$ cat src/rtl/fp8_issue_ctrl_pkg.sv
// Shared encodings for the FP8 issue controller: op codes, special values, FSM states.
package fp8_issue_ctrl_pkg;

    localparam logic [1:0] FP_ADDITION   = 2'b00;
    localparam logic [7:0] FP8_NAN       = 8'h7F;
    localparam logic [7:0] FP8_PLUS_INF  = 8'h78;
    localparam logic [7:0] FP8_MINUS_INF = 8'hF8;

    typedef enum logic [1:0] {
        StIdle  = 2'd0,
        StCheck = 2'd1,
        StBusy  = 2'd2,
        StDone  = 2'd3
    } issue_state_e;

    function automatic logic is_inf(input logic [7:0] v);
        return (v == FP8_PLUS_INF) || (v == FP8_MINUS_INF);
    endfunction

endpackage

$ cat src/rtl/fp8_special_resolve.sv
// Combinational special-value result for an addition flagged by the exception checker.
module fp8_special_resolve
    import fp8_issue_ctrl_pkg::*;
(
    input  logic [7:0] a_i,
    input  logic [7:0] b_i,
    output logic [7:0] result_o,
    output logic       nan_o
);

    always_comb begin
        result_o = FP8_NAN;
        if (a_i == FP8_NAN || b_i == FP8_NAN) begin
            result_o = FP8_NAN;
        end else if (is_inf(a_i) && is_inf(b_i) && (a_i != b_i)) begin
            result_o = FP8_NAN;
        end else if (is_inf(a_i)) begin
            result_o = a_i;
        end else if (is_inf(b_i)) begin
            result_o = b_i;
        end
        nan_o = (result_o == FP8_NAN);
    end

endmodule

$ cat src/rtl/fp8_issue_ctrl.sv
// Issue/sequencing stage for the 8-bit FPU: handshake in, exception check, core launch, result out.
// Optional busy watchdog enabled by defining FP8_TIMEOUT_EN.
module fp8_issue_ctrl
    import fp8_issue_ctrl_pkg::*;
#(
    parameter int unsigned TIMEOUT_CYCLES = 64
) (
    input  logic       CLK,
    input  logic       RST,
    input  logic       IN_VALID,
    output logic       IN_READY,
    input  logic [1:0] IN_OP,
    input  logic [7:0] IN_A,
    input  logic [7:0] IN_B,
    output logic [1:0] EXC_FP_OPERATION,
    output logic [7:0] EXC_OP_A,
    output logic [7:0] EXC_OP_B,
    input  logic       EXC_IS_EXCEPTION,
    output logic       CORE_START,
    output logic [1:0] CORE_OP,
    output logic [7:0] CORE_A,
    output logic [7:0] CORE_B,
    input  logic       CORE_DONE,
    input  logic [7:0] CORE_RESULT,
    output logic       OUT_VALID,
    input  logic       OUT_READY,
    output logic [7:0] OUT_RESULT,
    output logic [2:0] OUT_FLAGS
);

    issue_state_e state_q, state_d;
    logic [1:0]   op_q, op_d;
    logic [7:0]   a_q, a_d, b_q, b_d;
    logic         core_start_q, core_start_d;
    logic         out_valid_q, out_valid_d;
    logic [7:0]   out_result_q, out_result_d;
    logic [2:0]   out_flags_q, out_flags_d;
    logic [7:0]   spec_result;
    logic         spec_nan;

`ifdef FP8_TIMEOUT_EN
    localparam logic [15:0] TimeoutLimit = 16'(TIMEOUT_CYCLES);
    logic [15:0] busy_cnt_q, busy_cnt_d;
`else
    logic unused_timeout_cfg;
    assign unused_timeout_cfg = ^TIMEOUT_CYCLES;
`endif

    fp8_special_resolve u_special_resolve (
        .a_i      (a_q),
        .b_i      (b_q),
        .result_o (spec_result),
        .nan_o    (spec_nan)
    );

    always_comb begin
        state_d      = state_q;
        op_d         = op_q;
        a_d          = a_q;
        b_d          = b_q;
        core_start_d = 1'b0;
        out_valid_d  = out_valid_q;
        out_result_d = out_result_q;
        out_flags_d  = out_flags_q;
`ifdef FP8_TIMEOUT_EN
        busy_cnt_d   = busy_cnt_q;
`endif
        case (state_q)
            StIdle: begin
                if (IN_VALID) begin
                    op_d    = IN_OP;
                    a_d     = IN_A;
                    b_d     = IN_B;
                    state_d = StCheck;
                end
            end
            StCheck: begin
                if (EXC_IS_EXCEPTION) begin
                    out_result_d = spec_result;
                    out_flags_d  = {1'b0, spec_nan, 1'b1};
                    out_valid_d  = 1'b1;
                    state_d      = StDone;
                end else begin
                    core_start_d = 1'b1;
                    state_d      = StBusy;
`ifdef FP8_TIMEOUT_EN
                    busy_cnt_d   = '0;
`endif
                end
            end
            StBusy: begin
`ifdef FP8_TIMEOUT_EN
                busy_cnt_d = busy_cnt_q + 16'd1;
`endif
                // A core result arriving on the limit cycle takes priority over the watchdog.
                if (CORE_DONE) begin
                    out_result_d = CORE_RESULT;
                    out_flags_d  = {1'b0, CORE_RESULT == FP8_NAN, 1'b0};
                    out_valid_d  = 1'b1;
                    state_d      = StDone;
                end
`ifdef FP8_TIMEOUT_EN
                else if (busy_cnt_d == TimeoutLimit) begin
                    out_result_d = FP8_NAN;
                    out_flags_d  = 3'b110;
                    out_valid_d  = 1'b1;
                    state_d      = StDone;
                end
`endif
            end
            StDone: begin
                if (OUT_READY) begin
                    out_valid_d = 1'b0;
                    state_d     = StIdle;
                end
            end
            default: state_d = StIdle;
        endcase
    end

    always_ff @(posedge CLK) begin
        if (RST) begin
            state_q      <= StIdle;
            op_q         <= '0;
            a_q          <= '0;
            b_q          <= '0;
            core_start_q <= 1'b0;
            out_valid_q  <= 1'b0;
            out_result_q <= '0;
            out_flags_q  <= '0;
`ifdef FP8_TIMEOUT_EN
            busy_cnt_q   <= '0;
`endif
        end else begin
            state_q      <= state_d;
            op_q         <= op_d;
            a_q          <= a_d;
            b_q          <= b_d;
            core_start_q <= core_start_d;
            out_valid_q  <= out_valid_d;
            out_result_q <= out_result_d;
            out_flags_q  <= out_flags_d;
`ifdef FP8_TIMEOUT_EN
            busy_cnt_q   <= busy_cnt_d;
`endif
        end
    end

    assign IN_READY         = (state_q == StIdle);
    assign EXC_FP_OPERATION = op_q;
    assign EXC_OP_A         = a_q;
    assign EXC_OP_B         = b_q;
    assign CORE_OP          = op_q;
    assign CORE_A           = a_q;
    assign CORE_B           = b_q;
    assign CORE_START       = core_start_q;
    assign OUT_VALID        = out_valid_q;
    assign OUT_RESULT       = out_result_q;
    assign OUT_FLAGS        = out_flags_q;

endmodule

$ cat config.mk
export PLATFORM = sky130hd
export DESIGN_NAME = fp8_issue_ctrl
export DESIGN_NICKNAME = d
export VERILOG_FILES = /design/src/rtl/fp8_issue_ctrl_pkg.sv /design/src/rtl/fp8_special_resolve.sv /design/src/rtl/fp8_issue_ctrl.sv
export SDC_FILE = /design/constraint.sdc
export NUM_CORES = 1
export LEC_CHECK = 0
export BUFFER_PORTS_ARGS = -buffer_cell sky130_fd_sc_hd__buf_4
export CELL_PAD_IN_SITES_DETAIL_PLACEMENT = 1
export CELL_PAD_IN_SITES_GLOBAL_PLACEMENT = 1
export CORE_MARGIN = 2
export CORE_UTILIZATION = 28
export CTS_CLUSTER_SIZE = 40
export DETAILED_ROUTE_END_ITERATION = 16
export GPL_ROUTABILITY_DRIVEN = 0
export PLACE_DENSITY_LB_ADDON = 0.1
export SLEW_MARGIN = 20
export SYNTH_ARGS = -nofsm -noshare
export SYNTH_HDL_FRONTEND = slang
export SYNTH_SLANG_ARGS = --single-unit
$ cat constraint.sdc
create_clock -name CLK -period 1.65 [get_ports CLK]
set_input_delay 0.495 -clock CLK [delete_from_list [all_inputs] [get_ports CLK]]
set_output_delay 0.495 -clock CLK [all_outputs]
set_load 0.05 [all_outputs]
# == Word-level counts from Yosys, hierarchy flattened ==
# Index checks and enable logic that the tools add are counted.
# Widths: inputs -> output; s select.
# totals
regBits,33
latch_bits,0
ramBits,0
rom_bits,0
inputBits,32
out_inout_bits,50
word_cells,58
memories,0
# classes
n_addsub,0
n_mul,0
n_div,0
magnitude_cmp,0
n_eq_ne,16
shifts,0
muxes,20
bitwise_logic,1
reduce_logical,13
# op_table
operator,count
$eq 8x7->1 const B,6
$mux 8,6
$eq 8x8->1 const B,2
$pmux 8 s2,1
$ne 2x2->1 const B,4
$ne 8x8->1,1
$pmux 2 s4,1
$mux 2,3
$mux 3,2
$pmux 3 s2,1
$reduce_and 3->1,2
$mux 1,5
$eq 2x2->1 const B,2
$reduce_and 4->1,1
$logic_or 1x1->1,3
$pmux 1 s3,1
$reduce_bool 3->1,1
$eq 2x1->1 const B,1
$logic_and 1x1->1,2
$logic_not 2->1,1
$reduce_and 2->1,1
$reduce_bool 2->1,1
$reduce_or 2->1,1
$not 1->1,1

# == Depth between registers and ports, before layout ==
# Gate-level depths: netlist of run 1.
# depth
word_depth,9
mapped_depth,8

# == By module ==
# Synthesis of run 1 repeated with hierarchy kept, for this count alone.
# hier_totals
hier_cells,216
hier_area_um2,1851.8
# modules_own_cells
module,n_inst,cells_per_inst,area_each_um2,seq_area_each_um2
fp8_issue_ctrl,1,183,1555.2,640.6
fp8_special_resolve,1,33,296.5,0.0

# == Least setup slack after synthesis of run 1 ==
# OpenSTA, ideal clock, no wires.
# synth_timing
path_kind,reg-to-reg
startpoint,register b_q[4] (netlist: CORE_B[4])
endpoint,register out_flags_q[1] (netlist: OUT_FLAGS[1])
setup_time_ns,0.101
arrival_time_ns,1.935
required_time_ns,1.549
setup_slack_ns,-0.386
stages_incl_launch_ff,6
n_path_buf,0
period_less_slack_ns,2.036
path_cell_list,dfxtp_1 nand4_1 or4_4 a211oi_4 nor3_2 o41ai_1
# synth_via
elab_chain_len,9
# synth_rtl
element,line,source
"start, declared",fp8_issue_ctrl.sv:33,"logic [7:0] a_q, a_d, b_q, b_d;"
"start signal, assigned",fp8_issue_ctrl.sv:126,b_q <= '0;
"start signal, assigned",fp8_issue_ctrl.sv:138,b_q <= b_d;
$eq 8x7->1 or $eq 8x8->1 (tied branches),fp8_issue_ctrl_pkg.sv:17,return (v == FP8_PLUS_INF) || (v == FP8_MINUS_INF);
$logic_or 1x1->1,fp8_issue_ctrl_pkg.sv:17,
$mux 8 or $logic_and 1x1->1 (tied branches),"fp8_special_resolve.sv:19, fp8_special_resolve.sv:15",
$mux 8 or $logic_and 1x1->1 (tied branches),"fp8_special_resolve.sv:17, fp8_special_resolve.sv:15",
$mux 8,fp8_special_resolve.sv:15,end else if (is_inf(a_i) && is_inf(b_i) && (a_i != b_i)) begin
$mux 8 *,fp8_special_resolve.sv:13,if (a_i == FP8_NAN || b_i == FP8_NAN) begin
$eq 8x7->1 *,fp8_special_resolve.sv:22,nan_o = (result_o == FP8_NAN);
$mux 3 *,fp8_issue_ctrl.sv:78,if (EXC_IS_EXCEPTION) begin
$pmux 3 s2 *,fp8_issue_ctrl.sv:68,case (state_q)
"end signal, assigned",fp8_issue_ctrl.sv:142,out_flags_q <= out_flags_d;
"end, declared",fp8_issue_ctrl.sv:37,"logic [2:0] out_flags_q, out_flags_d;"
# Every way passes the cells marked *; elsewhere a longest branch is shown, timed or not. The select of a mux whose other input is x is not followed.
# A chain may end at the register's enable or synchronous reset.

# == Worst setup path in the final report of run 1 ==
# layout_timing
startpoint,register a_q[6] (netlist: CORE_A[6])
endpoint,register out_flags_q[1] (netlist: OUT_FLAGS[1])
# layout_via
elab_chain_len,9
# layout_rtl
element,line,source
"start, declared",fp8_issue_ctrl.sv:33,
"start signal, assigned",fp8_issue_ctrl.sv:125,a_q <= '0;
"start signal, assigned",fp8_issue_ctrl.sv:137,a_q <= a_d;
$eq 8x7->1 or $eq 8x8->1 (tied branches),fp8_issue_ctrl_pkg.sv:17,
$logic_or 1x1->1,fp8_issue_ctrl_pkg.sv:17,
$logic_and 1x1->1 (2 in a row),fp8_special_resolve.sv:15,
$mux 8,fp8_special_resolve.sv:15,
$mux 8 *,fp8_special_resolve.sv:13,
$eq 8x7->1 *,fp8_special_resolve.sv:22,
$mux 3 *,fp8_issue_ctrl.sv:78,
$pmux 3 s2 *,fp8_issue_ctrl.sv:68,
# Marked as above.

==> out/results.ini, run 1 <==
[flow_run]
drv_cap=0

[logic_synthesis]
synthArstFlopShare_pct=0
ys_seq_elements=32
synth_edf_count=0
ys.flop_type=dfxtp_1
syn_area_mm2=0.00162
synth_cell_types=36
synth.avg_cell_area_um2=8.22
syn-num-nets=233
syn_inst=197
synth_warnings=0
yosysSeqAreaShare_pct=39.5

[clock_tree]
clk_latency_ns=0.29
cts_made_buffers=5
cts_tree=yes
clkSinkCount=32
root_buffer=clkbuf_8
cts-hold-fix-buffers=0
path_clk_slew_ns=0.07
cts-htree-levels=2
cts_buffer_depth=2

[finish]
fin_nets=320
regArea_um2=682
area_growth_pct=57.8
multiInputGateArea_um2=843
layout_commonest_cell=buf_4
final_cell_mix=buf_4 (105), nand2_1 (38), a21oi_1 (18), dfxtp_1 (15), nor2_1 (13)
n_antenna_cell=0
drive_gt1_share_pct=50.9
fill_cells=675
finalCoreUtilization_pct=46.2

[timing]
timing.final.crit_share_pct=104
hold_ws_ns=0.446
skew_ns=0.00618
fin_ws_ns=-0.0685
grt_setup_unrepaired=true
fmax_mhz=582
setup-tns-final_ns=-0.214
maxSlewViolCount=0
setup_viol=5
final-hold-violation-count=0
finalCriticalPeriod_ns=1.72

[setup_path]
crit_fanout=4
start_kind=flop
critPathKind=flop to flop
required_ns=1.84
cp.arrival_ns=1.91
end_kind=flop

[route]
vias_per_cell=4.57
via_count=1632
routed_wl_mm=4.90
drt_pass1_iterations=4
wl_per_cell_um=13.7
drc_errors=0
first_iter_violations=25
antenna_left=0

[power_and_ir_drop]
clkPwrFrac_pct=13.2
p_int_mw=2.43
p_comb_share_pct=62.7
switchingPower_mw=2.26
p_sw_share_pct=48.2
seqPwrFrac_pct=24.1
power_density_mw_per_mm2=1830
p_leak_nw=1.23
irDropWorstVdd_mv=1.23

[floorplan]
rows=27
ios=82
initial_core_util_pct=29.2
coreArea_mm2=0.00554
fp.dieH_um=80.1
dieArea_mm2=0.00641
die_w_um=80.1

[placement]
portBuffers=80
pre_cts_ws_ns=-0.102
dp_hpwl_mm=3.84

[grt]
grt_pass1_wl_mm=7.66
grt_max_degree=33
antenna_found_initial=0
grt_pass1_vias=1669
grt.overflow.total=0
grt_usage_pct=15.5

[status]
violations=negative setup slack
status=finished, violations left

[min_path]
hold_path.class=input port to flop

[synth_stat cells, types with 2 or more instances]
library cell	number	area share, %
nand2_1	38	8.8
dfxtp_1	32	40
a21oi_1	19	5.9
buf_4	19	8.8
nor2_1	13	3.0
inv_1	10	2.3
xor2_1	8	4.3
clkbuf_1	5	1.2
a311oi_1	4	2.2
ha_1	4	3.1
nand3_1	4	1.2
nor2b_1	4	1.5
o41ai_1	4	2.2
buf_1	3	0.69
nand4_1	3	1.2
nor4_1	3	1.2
mux2i_1	2	1.2
nand2b_1	2	0.77
nand4b_1	2	1.1
or4_4	2	1.4
[cells by family after synthesis]
logic type / count (synthesis) / share of synthesized area (%)
compound gates: 37 / 16.0
buf+inv: 37 / 13.0
flops: 32 / 39.5
fa+ha+maj: 4 / 3.09
other cells: 1 / 0.231
simple gates: 76 / 22.6
mux: 2 / 1.24
xor+xnor: 8 / 4.32
[layout make-up]
class | instances | share of cell area [%]
clock buffer | 8 | 3.52
multi-input combinational | 128 | 33.0
inverter | 10 | 1.47
timing repair buffer | 107 | 31.8
tap | 72 | 3.52
sequential | 32 | 26.7
[path summary, 6_finish.rpt]
check | from | endpoint | slack (ns) | depth (start not counted)
max | CORE_A[6]$_SDFFE_PP0P_ | OUT_FLAGS[1]$_SDFFE_PP0P_ | -0.07 | 5
min | IN_B[1] | CORE_B[1]$_SDFFE_PP0P_ | 0.45 | 3
max reg2reg | CORE_A[6]$_SDFFE_PP0P_ | OUT_FLAGS[1]$_SDFFE_PP0P_ | -0.07 | 5
min reg2reg | CORE_OP[1]$_SDFFE_PP0P_ | CORE_OP[1]$_SDFFE_PP0P_ | 0.47 | 2
[routing by layer]
metal	routed length (um)	vias up	global-route usage, %
li1	-	829	-
met1	2050	754	17.3
met2	2520	43	28.2
met3	273	6	4.04
met4	64	0	5.08
met5	0	-	0
[flip-flops by register name, summed over array words and instances, names as in the netlist]
register    flops
state_q         2
CORE_OP         2
CORE_B          8
CORE_START      1
OUT_FLAGS       2
OUT_VALID       1
OUT_RESULT      8
CORE_A          8
[power by group through the flow]
stage | sequential, mW | combinational (mW) | clock, mW
5_1_grt | 1.16 | 3.16 | 0.676
2_1_floorplan | 1.78 | 1.33 | 0
3_3_place_gp | 1.14 | 2.79 | 0
4_1_cts | 1.13 | 2.84 | 0.638
3_5_place_dp | 1.14 | 2.82 | 0
6_report | 1.13 | 2.94 | 0.620
[critical path: stages (launching register included)]
cell      delay, ns
dfxtp_4        0.35
nand4_1        0.11
or4_4          0.47
a211oi_4       0.29
nor3_4         0.10
o41ai_2        0.30
[metrics by stage]
stage,cells,cell area [um^2],power [mW]
after floorplan,197,1690,3.11
after global placement,348,2400,3.93
after detailed placement,348,2400,3.96
after CTS,356,2490,4.61
after global routing,357,2560,5.00
final,357,2560,4.69
[timing repair]
action / CTS / global route
setup buffers: 0 / 1
endpoints found under the hold margin: 0 / 0
endpoints found under the setup margin: 6 / 14
resized for setup: 2 / 11
pin swaps: 2 / 1
Power figures use the tool's default switching activity.
==> inputs of run 2 (changes only) <==
--- a/config.mk
+++ b/config.mk
@@ -14,6 +14,7 @@
 export DETAILED_ROUTE_END_ITERATION = 16
 export GPL_ROUTABILITY_DRIVEN = 0
 export PLACE_DENSITY_LB_ADDON = 0.1
+export RECOVER_POWER = 25
 export SLEW_MARGIN = 20
 export SYNTH_ARGS = -nofsm -noshare
 export SYNTH_HDL_FRONTEND = slang
==> run 2 against run 1 <==
  * The run still ends with negative setup slack left
  * Critical endpoint is now IN_READY
  * Via count is 0.18% lower
  * Clock power hardly changed
  * Global-route usage stayed put
  * Sequential power hardly changed
  * Utilization is 0.77 points lower
  * Register-to-register slack hardly changed
  * Setup slack worse by 0.0056 ns
  * Sequential cell count stayed put
  * Non-clock buffer count stayed put
  * Hold slack better by 0.00055 ns
  * Sequential share of layout area is 0.45 points higher
==> out/results.ini, run 2 (synthesis results as in run 1) <==
[status]
status=finished, violations left
violations=negative setup slack

[grt]
antenna_found_initial=0  ; unchanged
grt_pass1_vias=1669  ; unchanged
grt.overflow.total=0  ; unchanged
grt_pass1_wl_mm=7.66  ; unchanged
grt_max_degree=33  ; unchanged
grt_usage_pct=15.5  ; unchanged

[floorplan]
ios=82  ; unchanged
dieArea_mm2=0.00641  ; unchanged
fp.dieH_um=80.1  ; unchanged
die_w_um=80.1  ; unchanged
coreArea_mm2=0.00554  ; unchanged
rows=27  ; unchanged
initial_core_util_pct=29.2  ; unchanged

[finish]
fill_cells=681  ; +0.89%
layout_commonest_cell=buf_4
stdcell_count=357  ; unchanged
finalCoreUtilization_pct=45.4  ; -0.77 points
drive_gt1_share_pct=50.5  ; -0.35 points
n_antenna_cell=0  ; unchanged
area_growth_pct=55.2
final_cell_mix=buf_4 (91), nand2_1 (38), a21oi_1 (18), dfxtp_1 (15)
stdcell_area_mm2=0.00251  ; -1.7%
fin_nets=320  ; unchanged

[setup_path]
cp_top_family=buffers and inverters
crit_cells=4  ; -1
required_ns=1.15  ; -0.69 ns
cp.arrival_ns=1.23  ; -0.68 ns
regToRegSetupSlack_ns=-0.07  ; about the same
crit_buf_inv=3  ; +3
crit_fanout=7  ; +3
r2r-start=CORE_A[6]$_SDFFE_PP0P_
max_stage_delay_ns=0.32  ; -0.15 ns
worstPathCellList=inv_1 > buf_6 > ha_2 > buf_8
end_kind=primary output
ff2ff_path_depth=5  ; unchanged
critPathKind=flop to primary output
rr_endpoint=OUT_FLAGS[1]$_SDFFE_PP0P_
start_kind=flop
cp_slowest_cell=dfxtp_2

[timing]
final-hold-violation-count=0  ; unchanged
skew_ns=0.00578  ; -0.000401 ns
maxSlewViolCount=0  ; unchanged
hold_ws_ns=0.446  ; +0.000549 ns
setup-tns-final_ns=-0.287  ; -0.0730 ns
fmax_mhz=580  ; -0.32%
setup_viol=6  ; +1
finalCriticalPeriod_ns=1.72  ; +0.00559 ns
fin_ws_ns=-0.0741  ; -0.00559 ns
timing.final.crit_share_pct=104  ; +0.34 points
grt_setup_unrepaired=true

[power_and_ir_drop]
p_leak_nw=1.21  ; -0.93%
power_density_mw_per_mm2=1830  ; -0.44%
irDropWorstVdd_mv=1.15  ; -6.9%
power.total_mw=4.59  ; -2.1%

[placement]
portBuffers=80  ; unchanged
pre_cts_ws_ns=-0.102  ; unchanged
dpl_cell_area_mm2=0.00240  ; unchanged
dp_hpwl_mm=3.84  ; unchanged
dp.cells=348  ; unchanged

[route]
drc_errors=0  ; unchanged
wl_per_cell_um=13.7  ; -0.10%
drt_pass1_iterations=4  ; unchanged
antenna_left=0  ; unchanged
via_count=1629  ; -0.18%
routed_wl_mm=4.89  ; -0.10%
first_iter_violations=26  ; +4.0%
vias_per_cell=4.56  ; -0.18%

[clock_tree]
clkSinkCount=32  ; unchanged
cts-htree-levels=2  ; unchanged
root_buffer=clkbuf_8
cts_tree=yes
path_clk_slew_ns=0.07  ; about the same
clk_latency_ns=0.29  ; about the same
cts_made_buffers=5  ; unchanged
cts_buffer_depth=2  ; unchanged

[min_path]
min-delay-start=IN_B[1]
hold_end=CORE_B[1]$_SDFFE_PP0P_
holdPathStages=3  ; unchanged
hold_path.class=input port to flop

[flow_run]
drv_cap=0  ; unchanged

[run 2: cell type report]
cell class                      instances  area, um^2  share of cell area (%)
Tap cell                               72        90.1                    3.58
Sequential cell                        32         682                    27.1
Timing Repair Buffer                  107         782                    31.1
Clock buffer                            8        90.1                    3.58
Multi-Input combinational cell        128         833                    33.1
Inverter                               10        37.5                    1.49
[run 2: worst max path at each step]
| stage | startpoint | to | slack [ns] |
|---|---|---|---|
| floorplan | CORE_B[6]$_SDFFE_PP0P_ | OUT_FLAGS[1]$_SDFFE_PP0P_ | -0.08 |
| global placement | CORE_B[5]$_SDFFE_PP0P_ | OUT_RESULT[0]$_SDFFE_PP0P_ | -0.04 |
| detailed placement | CORE_B[5]$_SDFFE_PP0P_ | OUT_RESULT[2]$_SDFFE_PP0P_ | -0.10 |
| CTS | CORE_B[5]$_SDFFE_PP0P_ | OUT_FLAGS[1]$_SDFFE_PP0P_ | -0.08 |
| global route | CORE_B[6]$_SDFFE_PP0P_ | OUT_RESULT[7]$_SDFFE_PP0P_ | -0.17 |
| finish | state_q[0]$_SDFFE_PP0P_ | IN_READY | -0.07 |
[run 2: metal layers]
layer / track usage, % / wire (um)
met2: 28.2 / 2530
met1: 17.3 / 2030
met5: 0 / 0
met4: 5.08 / 64
met3: 4.04 / 268
[run 2: repair_timing]
action	in CTS	in global routing
hold endpoints to repair	0	0
pin swaps	2	1
buffers inserted	0	1
gates resized for setup	2	11
setup endpoints to repair	6	14
hold buffers	0	0
[run 2: power breakdown]
group | total [mW] | internal, mW | leakage (nW) | switching [mW]
logic | 2.85 | 1.01 | 0.897 | 1.84
clock network | 0.619 | 0.340 | 0.0455 | 0.279
registers | 1.13 | 1.00 | 0.272 | 0.128
[run 2: worst reg2reg max path, cell delays in order (launching register included)]
cell and delay [ns]:
dfxtp_4 0.35, nand4_1 0.11, or4_4 0.47, a211oi_4 0.29, nor3_4 0.10, o41ai_2 0.30
==> inputs of run 3 (changes only) <==
--- a/config.mk
+++ b/config.mk
@@ -9,13 +9,14 @@
 export CELL_PAD_IN_SITES_DETAIL_PLACEMENT = 1
 export CELL_PAD_IN_SITES_GLOBAL_PLACEMENT = 1
 export CORE_MARGIN = 2
-export CORE_UTILIZATION = 28
+export CORE_UTILIZATION = 30
 export CTS_CLUSTER_SIZE = 40
 export DETAILED_ROUTE_END_ITERATION = 16
 export GPL_ROUTABILITY_DRIVEN = 0
-export PLACE_DENSITY_LB_ADDON = 0.1
+export PLACE_DENSITY = 0.74
 export RECOVER_POWER = 25
 export SLEW_MARGIN = 20
 export SYNTH_ARGS = -nofsm -noshare
 export SYNTH_HDL_FRONTEND = slang
+export SYNTH_HIERARCHICAL = 1
 export SYNTH_SLANG_ARGS = --single-unit
==> run 3 against run 2 <==
  * The run still ends with negative setup slack left
  * Total power is 1.4% higher
  * Largest power group unchanged
  * Clock power grew 11%
  * Sequential power up 5%
  * Wire length increased by 8.7%
  * Die area up 6.3%
  * Combinational power shrank 2%
  * Final area grew 1.9%
  * Via count is 7.1% higher
  * First-iteration DRC count rose by 96%
  * Hold slack improved by 0.0059 ns
  * Sequential cell count unchanged
  * Setup slack improved by 0.012 ns
==> out/results.ini, run 3 <==
[timing]
finalCriticalPeriod_ns=1.71  ; -0.0120 ns
final-hold-violation-count=0  ; unchanged
fin_ws_ns=-0.0621  ; +0.0120 ns
setup-tns-final_ns=-0.0994  ; +0.188 ns
setup_viol=2  ; -4
timing.final.crit_share_pct=104  ; -0.73 points
fmax_mhz=584  ; +0.70%
maxSlewViolCount=0  ; unchanged
grt_setup_unrepaired=true
skew_ns=0.00311  ; -0.00267 ns

[floorplan]
dieArea_mm2=0.00682  ; +6.3%
die_w_um=82.6  ; +3.1%
initial_core_util_pct=31.1  ; +1.8 points
fp.dieH_um=82.6  ; +3.1%
coreArea_mm2=0.00596  ; +7.5%
ios=82  ; unchanged
rows=28  ; +3.7%

[logic_synthesis]
syn_area_mm2=0.00185  ; +14%
synthTopCellsByArea=dfxtp_1 (35%), buf_4 (10%), nand2_1 (7.5%), a21oi_1 (5.9%), mux2i_1 (3.8%)
yosysMostFrequentCell=nand2_1
synth_warnings=6  ; +6
synthArstFlopShare_pct=0  ; unchanged
synth.avg_cell_area_um2=8.57  ; +4.2%
ys.flop_type=dfxtp_1
synth_top_cell_area_share_pct=34.6  ; -4.9 points
synth_cell_types=44  ; +22%
yosysSeqAreaShare_pct=34.6  ; -4.9 points
ys_seq_elements=32  ; unchanged
synth_edf_count=0  ; unchanged
yosysTopAreaCell=dfxtp_1
syn_inst=216  ; +9.6%
synthTopCellsByCount=nand2_1 (37), dfxtp_1 (32), buf_4 (25), a21oi_1 (22)

[clock_tree]
cts-htree-levels=2  ; unchanged
cts_buffer_depth=2  ; unchanged
cts-hold-fix-buffers=0  ; unchanged
path_clk_slew_ns=0.07  ; about the same
root_buffer=clkbuf_8
cts_made_buffers=5  ; unchanged
cts_tree=yes
clkSinkCount=32  ; unchanged
clk_latency_ns=0.28  ; about the same

[grt]
grt_pass1_wl_mm=8.67  ; +13%
grt.overflow.total=0  ; unchanged
grt_pass1_vias=1807  ; +8.3%
grt_usage_pct=16.6  ; +1.1 points
antenna_found_initial=0  ; unchanged
grt_max_degree=33  ; unchanged

[route]
via_count=1745  ; +7.1%
antenna_left=0  ; unchanged
drt_pass1_iterations=4  ; unchanged
routed_wl_mm=5.32  ; +8.7%
first_iter_violations=51  ; +96%
drc_errors=0  ; unchanged
vias_per_cell=4.83  ; +5.9%
wl_per_cell_um=14.7  ; +7.5%

[power_and_ir_drop]
clkPwrFrac_pct=14.7  ; +1.2 points
power_density_mw_per_mm2=1820  ; -0.45%
power.total_mw=4.66  ; +1.4%
p_sw_share_pct=50.0  ; +1.2 points
p_leak_nw=1.12  ; -7.8%
seqPwrFrac_pct=25.6  ; +1.0 points
switchingPower_mw=2.33  ; +3.8%
p_int_mw=2.33  ; -0.86%
p_comb_share_pct=59.7  ; -2.3 points
irDropWorstVdd_mv=0.808  ; -30%

[finish]
drive_gt1_share_pct=45.8  ; -4.7 points
area_growth_pct=38.4
stdcell_count=361  ; +1.1%
stdcell_area_mm2=0.00256  ; +1.9%
layout_commonest_cell=buf_4
final_cell_mix=buf_4 (75), nand2_1 (37), a21oi_1 (22), dfxtp_1 (17), clkbuf_2 (16)
n_antenna_cell=0  ; unchanged
fin_nets=321  ; +0.31%
finalCoreUtilization_pct=43.0  ; -2.4 points
fill_cells=724  ; +6.3%

[setup_path]
crit_fanout=5  ; -2
required_ns=1.84  ; +0.69 ns
critPathKind=flop to flop
end_kind=flop
start_kind=flop
cp.arrival_ns=1.90  ; +0.67 ns

[min_path]
hold_path.class=input port to flop

[placement]
dp.cells=352  ; +1.1%
portBuffers=80  ; unchanged
dp_hpwl_mm=3.95  ; +3.1%
dpl_cell_area_mm2=0.00245  ; +2.2%

[flow_run]
drv_cap=0  ; unchanged

[status]
violations=negative setup slack
status=finished, violations left

[run 3: per-layer routing]
layer	GRT usage [%]	part of all wire (%)	wire (um)
met5	0	0	0
met4	3.77	0.70	37
met3	4.35	6.7	358
met2	28.9	49	2580
met1	20.3	44	2340
[run 3: power by group through the flow]
stage,Clock [mW],Combinational [mW],Sequential (mW)
after floorplan,0,1.49,1.76
after global placement,0,2.70,1.20
after detailed placement,0,2.74,1.21
after CTS,0.709,2.80,1.20
after global routing,0.751,2.99,1.23
final,0.684,2.78,1.19
[run 3: cell type report]
class	count	area (um^2)	area share [%]
Multi-Input combinational cell	149	1010	39.4
Timing Repair Buffer	93	674	26.3
Sequential cell	32	667	26.0
Clock buffer	7	97.6	3.81
Tap cell	75	93.8	3.66
Inverter	4	15.0	0.586
Clock inverter	1	5.00	0.195
[run 3: worst max-delay path: stages (launching register included)]
cell and delay (ns):
dfxtp_4 0.34, or4b_4 0.57, nor2_8 0.13, o211ai_4 0.10, o211ai_1 0.12, nand2_1 0.08
a311oi_2 0.28
[run 3: path summary, 6_finish.rpt]
check                         start                   endpoint  slack (ns)  cells after the start
max          CORE_A[0]$_SDFFE_PP0P_  OUT_FLAGS[1]$_SDFFE_PP0P_       -0.06                      6
min                         IN_B[0]     CORE_B[0]$_SDFFE_PP0P_        0.45                      3
max reg2reg  CORE_A[0]$_SDFFE_PP0P_  OUT_FLAGS[1]$_SDFFE_PP0P_       -0.06                      6
min reg2reg  OUT_VALID$_SDFFE_PP0P_     OUT_VALID$_SDFFE_PP0P_        0.48                      2
[run 3: what timing repair did]
action                     CTS  global route
buffers inserted             0             1
setup endpoints to repair    3            13
pin swaps                    4             1
resized for setup            4             7
hold endpoints to repair     0             0
[run 3: through the flow]
stage	setup WS, ns	hold slack [ns]
CTS	-0.0712	0.445
global route	-0.122	0.454
detailed placement	-0.0734	0.465
floorplan	-0.115	0.493
finish	-0.0621	0.452
global placement	-0.0139	0.460
[run 3: logic make-up after synthesis]
logic type	count (synthesis)	synth area share [%]
AND/OR/NAND/NOR	73	22.7
AO/OA/AOI/OAI	52	18.5
buffers and inverters	38	13.5
flip-flops	32	34.6
XOR/XNOR	8	3.78
multiplexers	7	3.78
adder cells (fa/ha/maj)	4	2.70
other	2	0.406
